$ cat src/rtl/serializador_palabra.sv
// MSB-first parallel-to-serial transmitter; each bit held DIV cycles, word period W*DIV+2 cycles.
// First bit appears the cycle after Inicio is accepted; Listo gates acceptance; Fin pulses once per completed word.
module serializador_palabra #(
  parameter int W   = 23,
  parameter int DIV = 4
) (
  input  logic         CLK,
  input  logic         Reset,
  input  logic         Inicio,
  input  logic [W-1:0] Entrada,
  output logic         Listo,
  output logic         Bit_Salida,
  output logic         Valido,
  output logic         Fin
);

  localparam int BW = $clog2(W + 1);
  localparam int DW = $clog2(DIV + 1);
  localparam logic [BW-1:0] BIT_LAST = BW'(W - 1);
  localparam logic [DW-1:0] DIV_LAST = DW'(DIV - 1);

  typedef enum logic [1:0] {
    IDLE  = 2'd0,
    SHIFT = 2'd1,
    DONE  = 2'd2
  } state_t;

  state_t          state_q, state_d;
  logic [W-1:0]    sr_q, sr_d;
  logic [BW-1:0]   bit_cnt_q, bit_cnt_d;
  logic [DW-1:0]   div_cnt_q, div_cnt_d;
  logic            listo_q, listo_d;
  logic            bit_q, bit_d;
  logic            valido_q, valido_d;
  logic            fin_q, fin_d;

  always_comb begin
    state_d   = state_q;
    sr_d      = sr_q;
    bit_cnt_d = bit_cnt_q;
    div_cnt_d = div_cnt_q;

    case (state_q)
      IDLE: begin
        if (Inicio) begin
          sr_d      = Entrada;
          bit_cnt_d = '0;
          div_cnt_d = '0;
          state_d   = SHIFT;
        end
      end
      SHIFT: begin
        if (div_cnt_q == DIV_LAST) begin
          div_cnt_d = '0;
          sr_d      = {sr_q[W-2:0], 1'b0};
          bit_cnt_d = bit_cnt_q + BW'(1);
          if (bit_cnt_q == BIT_LAST) begin
            state_d = DONE;
          end
        end else begin
          div_cnt_d = div_cnt_q + DW'(1);
        end
      end
      DONE: begin
        state_d = IDLE;
      end
      default: begin
        state_d = IDLE;
      end
    endcase

    // Outputs are registered from the next-state view so they line up with state_q.
    listo_d  = (state_d == IDLE);
    valido_d = (state_d == SHIFT);
    fin_d    = (state_d == DONE);
    bit_d    = (state_d == SHIFT) && sr_d[W-1];
  end

  always_ff @(posedge CLK or posedge Reset) begin
    if (Reset) begin
      state_q   <= IDLE;
      sr_q      <= '0;
      bit_cnt_q <= '0;
      div_cnt_q <= '0;
      listo_q   <= 1'b1;
      valido_q  <= 1'b0;
      fin_q     <= 1'b0;
      bit_q     <= 1'b0;
    end else begin
      state_q   <= state_d;
      sr_q      <= sr_d;
      bit_cnt_q <= bit_cnt_d;
      div_cnt_q <= div_cnt_d;
      listo_q   <= listo_d;
      valido_q  <= valido_d;
      fin_q     <= fin_d;
      bit_q     <= bit_d;
    end
  end

  assign Listo      = listo_q;
  assign Valido     = valido_q;
  assign Fin        = fin_q;
  assign Bit_Salida = bit_q;

endmodule

$ cat config.mk
export PLATFORM = sky130hd
export DESIGN_NAME = serializador_palabra
export DESIGN_NICKNAME = d
export VERILOG_FILES = /design/src/rtl/serializador_palabra.sv
export SDC_FILE = /design/constraint.sdc
export NUM_CORES = 1
export LEC_CHECK = 0
export CORE_ASPECT_RATIO = 0.9
export CORE_UTILIZATION = 30
export DETAILED_ROUTE_END_ITERATION = 6
export MAX_ROUTING_LAYER = met4
export SETUP_SLACK_MARGIN = 0.3
export SLEW_MARGIN = 5
export SYNTH_ARGS = -nofsm -noshare
export SYNTH_HDL_FRONTEND = slang
export SYNTH_SLANG_ARGS = --single-unit
$ cat constraint.sdc
create_clock -name CLK -period 2.2 [get_ports CLK]
set_input_delay 0.55 -clock CLK [delete_from_list [all_inputs] [get_ports CLK]]
set_output_delay 0.55 -clock CLK [all_outputs]
set_load 0.02 [all_outputs]
Word level (Yosys, flattened, before mapping)
Cells that the tools add are included.
{"block": "classes", "n_addsub": 2, "n_eq_ne": 7, "muxes": 13, "reduce_logical": 6}
{"operator": "$mux 23", "n": 2}
{"operator": "$pmux 23 s2", "n": 1}
{"operator": "$mux 5", "n": 2}
{"operator": "$pmux 5 s2", "n": 1}
{"operator": "$mux 2", "n": 3}
{"operator": "$mux 3", "n": 2}
{"operator": "$pmux 3 s2", "n": 1}
{"operator": "$add 5x1->5 const B", "n": 1}
{"operator": "$eq 5x5->1 const B", "n": 1}
{"operator": "$eq 2x1->1 const B", "n": 2}
{"operator": "$logic_not 2->1", "n": 2}
{"operator": "$ne 2x2->1 const B", "n": 2}
{"operator": "$pmux 2 s2", "n": 1}
{"operator": "$add 3x1->3 const B", "n": 1}
{"operator": "$eq 3x2->1 const B", "n": 1}
{"operator": "$reduce_and 3->1", "n": 1}
{"operator": "$eq 2x2->1 const B", "n": 1}
{"operator": "$reduce_and 2->1", "n": 1}
{"operator": "$reduce_bool 2->1", "n": 1}
{"operator": "$logic_and 1x1->1", "n": 1}
{"block": "word_totals", "reg_bits": 37, "out_inout_bits": 4, "word_cells": 37}

Logic depth before layout (Yosys ltp)
Gate-level depths: netlist of run 1.
{"block": "logic_depth", "depth_word": 6, "depth_mapped": 6, "depth_no_buf": 5}

Worst setup path after synthesis of run 1
No wires, ideal clock.
{"block": "synth_path", "kind": "flip-flop to flip-flop", "start": "register div_cnt_q[0]", "end": "register sr_q[10]", "setup_ps": 118, "arrival_ps": 1418, "required_time_ps": 2082, "slack_ps": 664, "stages_incl_launch_ff": 7, "n_path_buf": 2, "path_cell_list": "dfrtp_1 > ha_1 > and4bb_1 > buf_6 > buf_6 > a22o_1 > a21o_1"}
{"block": "synth_via", "elab_chain_cells": 3}
{"item": "start: declaration", "line_no": "31", "text": "logic [DW-1:0] div_cnt_q, div_cnt_d;"}
{"item": "start signal: assignment", "line_no": "93", "text": "div_cnt_q <= div_cnt_d;"}
{"item": "$eq 3x2->1", "line_no": "53", "text": "if (div_cnt_q == DIV_LAST) begin"}
{"item": "$ne 2x2->1 (no line)"}
{"item": "$reduce_and 3->1 (no line)"}
{"item": "end signal: assignment", "line_no": "91", "text": "sr_q <= sr_d;"}
{"item": "end: declaration", "line_no": "29", "text": "logic [W-1:0] sr_q, sr_d;"}
Every way passes these cells.
A chain may end at the register's enable or synchronous reset.

Worst setup path after layout of run 1
{"block": "layout_path", "start": "register div_cnt_q[0]", "end": "register sr_q[17]"}
The elaborated chain is that of the path after synthesis.

==> run summary, run 1 <==
Synth Area per Inst: 12.3 um2
Port Buffer Count: 29
Clock skew: 14.4 ps
CTS clk-pin slew, worst paths: 60 ps
Leakage power: 0.00111 uW
Critical path's slowest cell: dfrtp_1
Vias in the first global route: 1150
H-tree levels: 2
# placed instances: 227
Crit path kind: flip-flop to flip-flop
CTS Hold Bufs: 0
Leading area contributor after synthesis: dfrtp_1
Unrepaired setup endpoints after global routing: false
Fill cells: 496
Setup crit start kind: flip-flop
Commonest cells post-synth: 36 x dfrtp_1, 23 x a22o_1, 21 x a21o_1, 6 x buf_2, 5 x nor2_1
Final-report setup violation count: 0
Top-area cell type share of the netlist area: 0.534
Largest net degree at the start of global routing: 38
Max Fclk: 0.558 GHz
CTS root buffer: clkbuf_8
CTS tree: built
Ys flop type: dfrtp_1
Nets@finish: 196
Max stage delay on crit path: 400 ps
Cells after synthesis: 137
CTS Buf Count: 5
Slew margin rel.: 0.648
Clk_lat worst skew: 290 ps
Iteration-0 DRC Markers: 94
Antenna cells: 0
Crit Path Max Fanout: 17
Synth unique cells: 33
Max-slew violations: 0
Share of cells above drive strength 1: 0.0958
Min-delay worst type: flip-flop to flip-flop
Die width: 81.1 um
Critical Path, Cell by Cell: ha_1 -> and4bb_1 -> buf_4 -> a22o_1 -> a21o_1
Cell area power density: 1010 mW/mm2
Synthesized net count: 166
Critical Path End Type: flip-flop
GR Overflow Total: 0
Outcome: completed
Final cycle utilization of the critical path: 0.814
Initial antenna violation count: 0
Routed length per instance: 13.8 um
Min Tclk post-route: 1790 ps
Register area share after synthesis: 0.549
Non-filler cells, final: 234
DRC viols: 0
Ys Warns: 0
Yosys reg bits: 37
Post-Route WL: 3220 um
Router iterations before antenna repair: 4
Worst slew pin tran: 527 ps
Peak VDD IR: 0.316 mV
Core area: 0.00535 mm2
Count leader, synth: dfrtp_1
# rows: 25
Final hold viol count: 0
CTS max path bufs: 2
Mapped cell area: 0.00169 mm2
Async set-reset flop share out of synthesis: 1.00
CP Data Required Time: 2370 ps
Initial core utilization: 0.316
Leading post-synthesis cells by cell area: dfrtp_1 53%, a22o_1 12%, a21o_1 9.3%, buf_6 2.7%, ha_1 2.2%
Die area: 0.00593 mm2
Top Ports: 30
Antenna Violating Nets Remaining: 0
Max Cap Viol: 0
Area grow syn2layout: 25.6%
Reg2Reg Setup Slack: 410 ps
Worst Path Arrival: 1960 ps
Setup_tns: 0 ps
Clock Sinks: 37
Post-DR vias/cell: 4.97
Post-synth EDFFs: 0
Global placement routability congestion: 0.774
DP HPWL: 2150 um
Via count: 1163
GRT Resource Usage Total: 0.128
First-pass GRT wire length: 5460 um
Die Ht: 73.2 um
registers in the layout, indices dropped and copies added (netlist names):
| name | count |
|---|---|
| state_q | 2 |
| bit_cnt_q | 5 |
| div_cnt_q | 3 |
| Bit_Salida | 1 |
| Listo | 1 |
| Fin | 1 |
| Valido | 1 |
| sr_q | 23 |
report_power, final:
group | switching [uW] | internal, uW | total [uW]
Clock | 231 | 329 | 560
Sequential | 134 | 876 | 1010
Combinational | 280 | 291 | 571
worst max-delay path: cells and delay by family (launching register included):
family / cells / cell delay, ps
AO/OA/AOI/OAI: 2 / 400
adder cells (fa/ha/maj): 1 / 270
buffers and inverters: 1 / 260
flip-flops: 1 / 400
AND/OR/NAND/NOR: 1 / 360
timing repair:
item / 4_1_cts / 5_1_grt
setup buffers: 0 / 0
cloned: 0 / 0
pin swaps: 0 / 1
endpoints found under the setup margin: 1 / 1
hold endpoints to repair: 0 / 0
gates resized for setup: 1 / 0
per-stage QoR:
step / utilization / worst slack (ps) / total power [uW] / area, um2 / hold slack (ps)
after global routing: 0.396 / 313 / 2280 / 2120 / 492
after floorplan: - / 664 / 1450 / 1690 / 450
after CTS: 0.396 / 418 / 2160 / 2120 / 483
after detailed placement: 0.377 / 127 / 1600 / 2020 / 465
after global placement: 0.377 / 188 / 1570 / 2020 / 459
final: 0.396 / 409 / 2140 / 2120 / 480
worst paths after layout:
path,start,endpoint,cells after the start
setup / recovery,div_cnt_q[0],sr_q[17],5
hold / removal,sr_q[17],sr_q[17],1
setup reg to reg,div_cnt_q[0],sr_q[17],5
hold reg to reg,sr_q[17],sr_q[17],1
max in group asynchronous,Reset,Listo,3
min in group asynchronous,Reset,sr_q[1],3
logic make-up after synthesis:
logic type                 share of synthesized area
AOI/OAI and AO/OA                              0.262
adders and majority gates                     0.0222
buffers and inverters                         0.0534
DFF                                            0.549
muxes                                         0.0119
and+or+nand+nor                                0.101
cell usage in the layout, fill, tap and decap left out, drive strengths merged, types with 4 or more instances in the layout:
master,count
inv,4
a21o,21
a22o,23
dfrtp,36
nand2,4
buf,4
clkdlybuf4s50,28
clkbuf,5
nor2,6
area by class of cell:
class | count | area (um2) | area share
multi-input combinational | 86 | 671 | 0.316
tap | 67 | 83.8 | 0.0396
clock inverter | 2 | 35.0 | 0.0165
sequential | 37 | 927 | 0.437
clock buffer | 5 | 68.8 | 0.0325
timing repair buffer | 33 | 319 | 0.151
inverter | 4 | 15.0 | 0.00708
per-layer routing:
| layer | vias up | routed length [um] | global-route usage |
|---|---|---|---|
| met3 | 6 | 119 | 0.0338 |
| met1 | 565 | 1630 | 0.167 |
| met2 | 22 | 1420 | 0.186 |
| met5 | - | 0 | - |
| met4 | 0 | 50 | 0.0595 |
| li1 | 570 | - | - |
(Power assumes the default switching activity.)
==> inputs of run 2 (changes only) <==
clock period = 1.8 ns   (was 2.2 ns; I/O delays follow)
==> run 2 against run 1 <==
  * Sequential share of layout area down 2.4 points
  * Clock power down 4.1%
  * Largest power group unchanged
  * Total power up 25%
  * Non-clock buffer count up 9
  * Sequential power up 22%
  * Maximum frequency up 17%
  * Via count up 7.9%
  * Highest routed layer unchanged
  * Global-route usage up 0.81 points
  * Die area unchanged
  * Setup slack worse by 140 ps
  * Worst hold slack better by 2.3 ps
==> run summary, run 2 (same netlist as run 1, synthesis figures left out) <==
Outcome: completed
Pre-CTS setup slack: -4.69 ps (-131 ps)
Share of cells above drive strength 1: 0.158 (+0.0624)
Cell area power density: 1200 mW/mm2 (+18%)
Setup crit start kind: flip-flop
Via count: 1255 (+7.9%)
Core area: 0.00535 mm2 (unchanged)
DRC viols: 0 (unchanged)
CP Data Required Time: 1960 ps (-410 ps)
Post-Route WL: 3490 um (+8.4%)
Antenna Violating Nets Remaining: 0 (unchanged)
Non-filler cells, final: 244 (+4.3%)
Clk_lat worst skew: 280 ps (about the same)
Multi-input gate area: 684 um2 (+2.1%)
Final-report setup violation count: 0 (unchanged)
Final cycle utilization of the critical path: 0.850 (+0.0358)
CTS tree: built
Min Tclk post-route: 1530 ps (-261 ps)
Leakage power: 0.00116 uW (+5.2%)
First-pass GRT wire length: 5900 um (+8.0%)
# rows: 25 (unchanged)
Die area: 0.00593 mm2 (unchanged)
CTS root buffer: clkbuf_8
DP HPWL: 2260 um (+5.2%)
Die width: 81.1 um (unchanged)
Max-slew violations: 0 (unchanged)
Die Ht: 73.2 um (unchanged)
Clock skew: 4.00 ps (-10.4 ps)
CTS max path bufs: 2 (unchanged)
Worst setup margin: 270 ps (-139 ps)
CTS Hold Bufs: 0 (unchanged)
Most frequent cells in the layout: 35 x dfrtp_1, 25 x clkdlybuf4s50_1, 23 x a22o_1, 21 x a21o_1, 8 x buf_4
GRT Resource Usage Total: 0.137 (+0.00813)
Reg2Reg Setup Slack: 270 ps (-140 ps)
Area grow syn2layout: 33.1%
Top Ports: 30 (unchanged)
Initial core utilization: 0.316 (unchanged)
Max Fclk: 0.654 GHz (+17%)
Crit Path Max Fanout: 22 (+5)
GR Overflow Total: 0 (unchanged)
Crit path kind: flip-flop to flip-flop
Max Cap Viol: 0 (unchanged)
R2R Path End: sr_q[0]
Port Buffer Count: 29 (unchanged)
Fin area: 0.00225 mm2 (+6.0%)
CTS clk-pin slew, worst paths: 70 ps (about the same)
Final core utilization: 0.420 (+0.0236)
Top Registers: sr_q: 23 flops, bit_cnt_q: 5 flops, div_cnt_q: 3 flops
Vias in the first global route: 1234 (+7.3%)
Worst setup path endpoint: sr_q[0]
Global placement routability congestion: 0.745 (-3.8%)
CTS Buf Count: 5 (unchanged)
Register area: 928 um2 (+0.13%)
Antenna cells: 0 (unchanged)
Critical Path End Type: flip-flop
Post-DP Area: 0.00209 mm2 (+3.5%)
Commonest non-fill, non-tap cell in the layout: dfrtp_1
Peak VDD IR: 0.524 mV (+66%)
Final hold viol count: 0 (unchanged)
Slew margin rel.: 0.747 (+0.0985)
Nets@finish: 205 (+4.6%)
Largest net degree at the start of global routing: 38 (unchanged)
Fill cells: 512 (+3.2%)
Unrepaired setup endpoints after global routing: true
# placed instances: 231 (+1.8%)
Worst Path Arrival: 1690 ps (-270 ps)
RR Startpoint: div_cnt_q[1]
Initial antenna violation count: 0 (unchanged)
Setup_tns: 0 ps (unchanged)
H-tree levels: 2 (unchanged)
Worst slew pin tran: 379 ps (-147 ps)
Min-delay worst type: flip-flop to flip-flop
Clock Sinks: 37 (unchanged)
Reg2reg path depth: 6 (+1)
Post-DR vias/cell: 5.14 (+3.5%)
Router iterations before antenna repair: 4 (unchanged)
Max reg flops: 23 (unchanged)
Largest Register: sr_q
Routed length per instance: 14.3 um (+4.0%)
CP Launch Point: div_cnt_q[1]
Iteration-0 DRC Markers: 63 (-33%)
## run 2: cell count changes in the layout (fill, tap and decap cells not counted), sizes merged
cell,change
clkdlybuf4s50,-3
dlygate4sd2,+2
clkbuf,+5
bufinv,-1
buf,+8
clkinv,-1
## run 2: area by class of cell
| class | instances | share of cell area |
|---|---|---|
| Inverter | 4 | 0.00669 |
| Tap cell | 67 | 0.0373 |
| Sequential cell | 37 | 0.413 |
| Multi-Input combinational cell | 86 | 0.305 |
| Clock buffer | 8 | 0.0357 |
| Timing Repair Buffer | 42 | 0.202 |
## run 2: how the worst min path moves through the flow
stage	to	startpoint	cells after the start
global route	sr_q[13]	sr_q[13]	1
detailed placement	sr_q[20]	sr_q[20]	1
floorplan	sr_q[10]	sr_q[10]	1
finish	sr_q[19]	sr_q[19]	1
CTS	sr_q[12]	sr_q[12]	1
global placement	sr_q[9]	sr_q[9]	1
## run 2: what timing repair did
item | 4_1_cts | 5_1_grt
gates cloned | 1 | 1
endpoints found under the hold margin | 0 | 0
pin swaps | 0 | 2
resized for setup | 9 | 3
setup buffers | 2 | 1
setup endpoints to repair | 28 | 27
## run 2: metrics by stage
| step | hold WS, ps | total power, uW |
|---|---|---|
| 3_5_place_dp | 467 | 2040 |
| 3_3_place_gp | 459 | 1990 |
| 6_report | 482 | 2690 |
| 4_1_cts | 484 | 2670 |
| 2_1_floorplan | 450 | 1780 |
| 5_1_grt | 492 | 2870 |
## run 2: power breakdown
group | internal [uW] | switching [uW] | total (uW)
clock network | 275 | 262 | 537
registers | 1070 | 162 | 1230
logic | 517 | 397 | 915
## run 2: worst max-delay path: stages (launching register included)
cell and delay, ps:
dfrtp_1 350, ha_2 200, and4bb_4 330, buf_12 140, nor2_4 40, buf_12 150, a22o_1 180
## run 2: metal layers
layer | track usage | up-vias | wire length [um]
li1 | - | 589 | -
met2 | 0.202 | 32 | 1580
met3 | 0.0375 | 5 | 202
met1 | 0.182 | 629 | 1680
met5 | - | - | 0
met4 | 0.0417 | 0 | 35
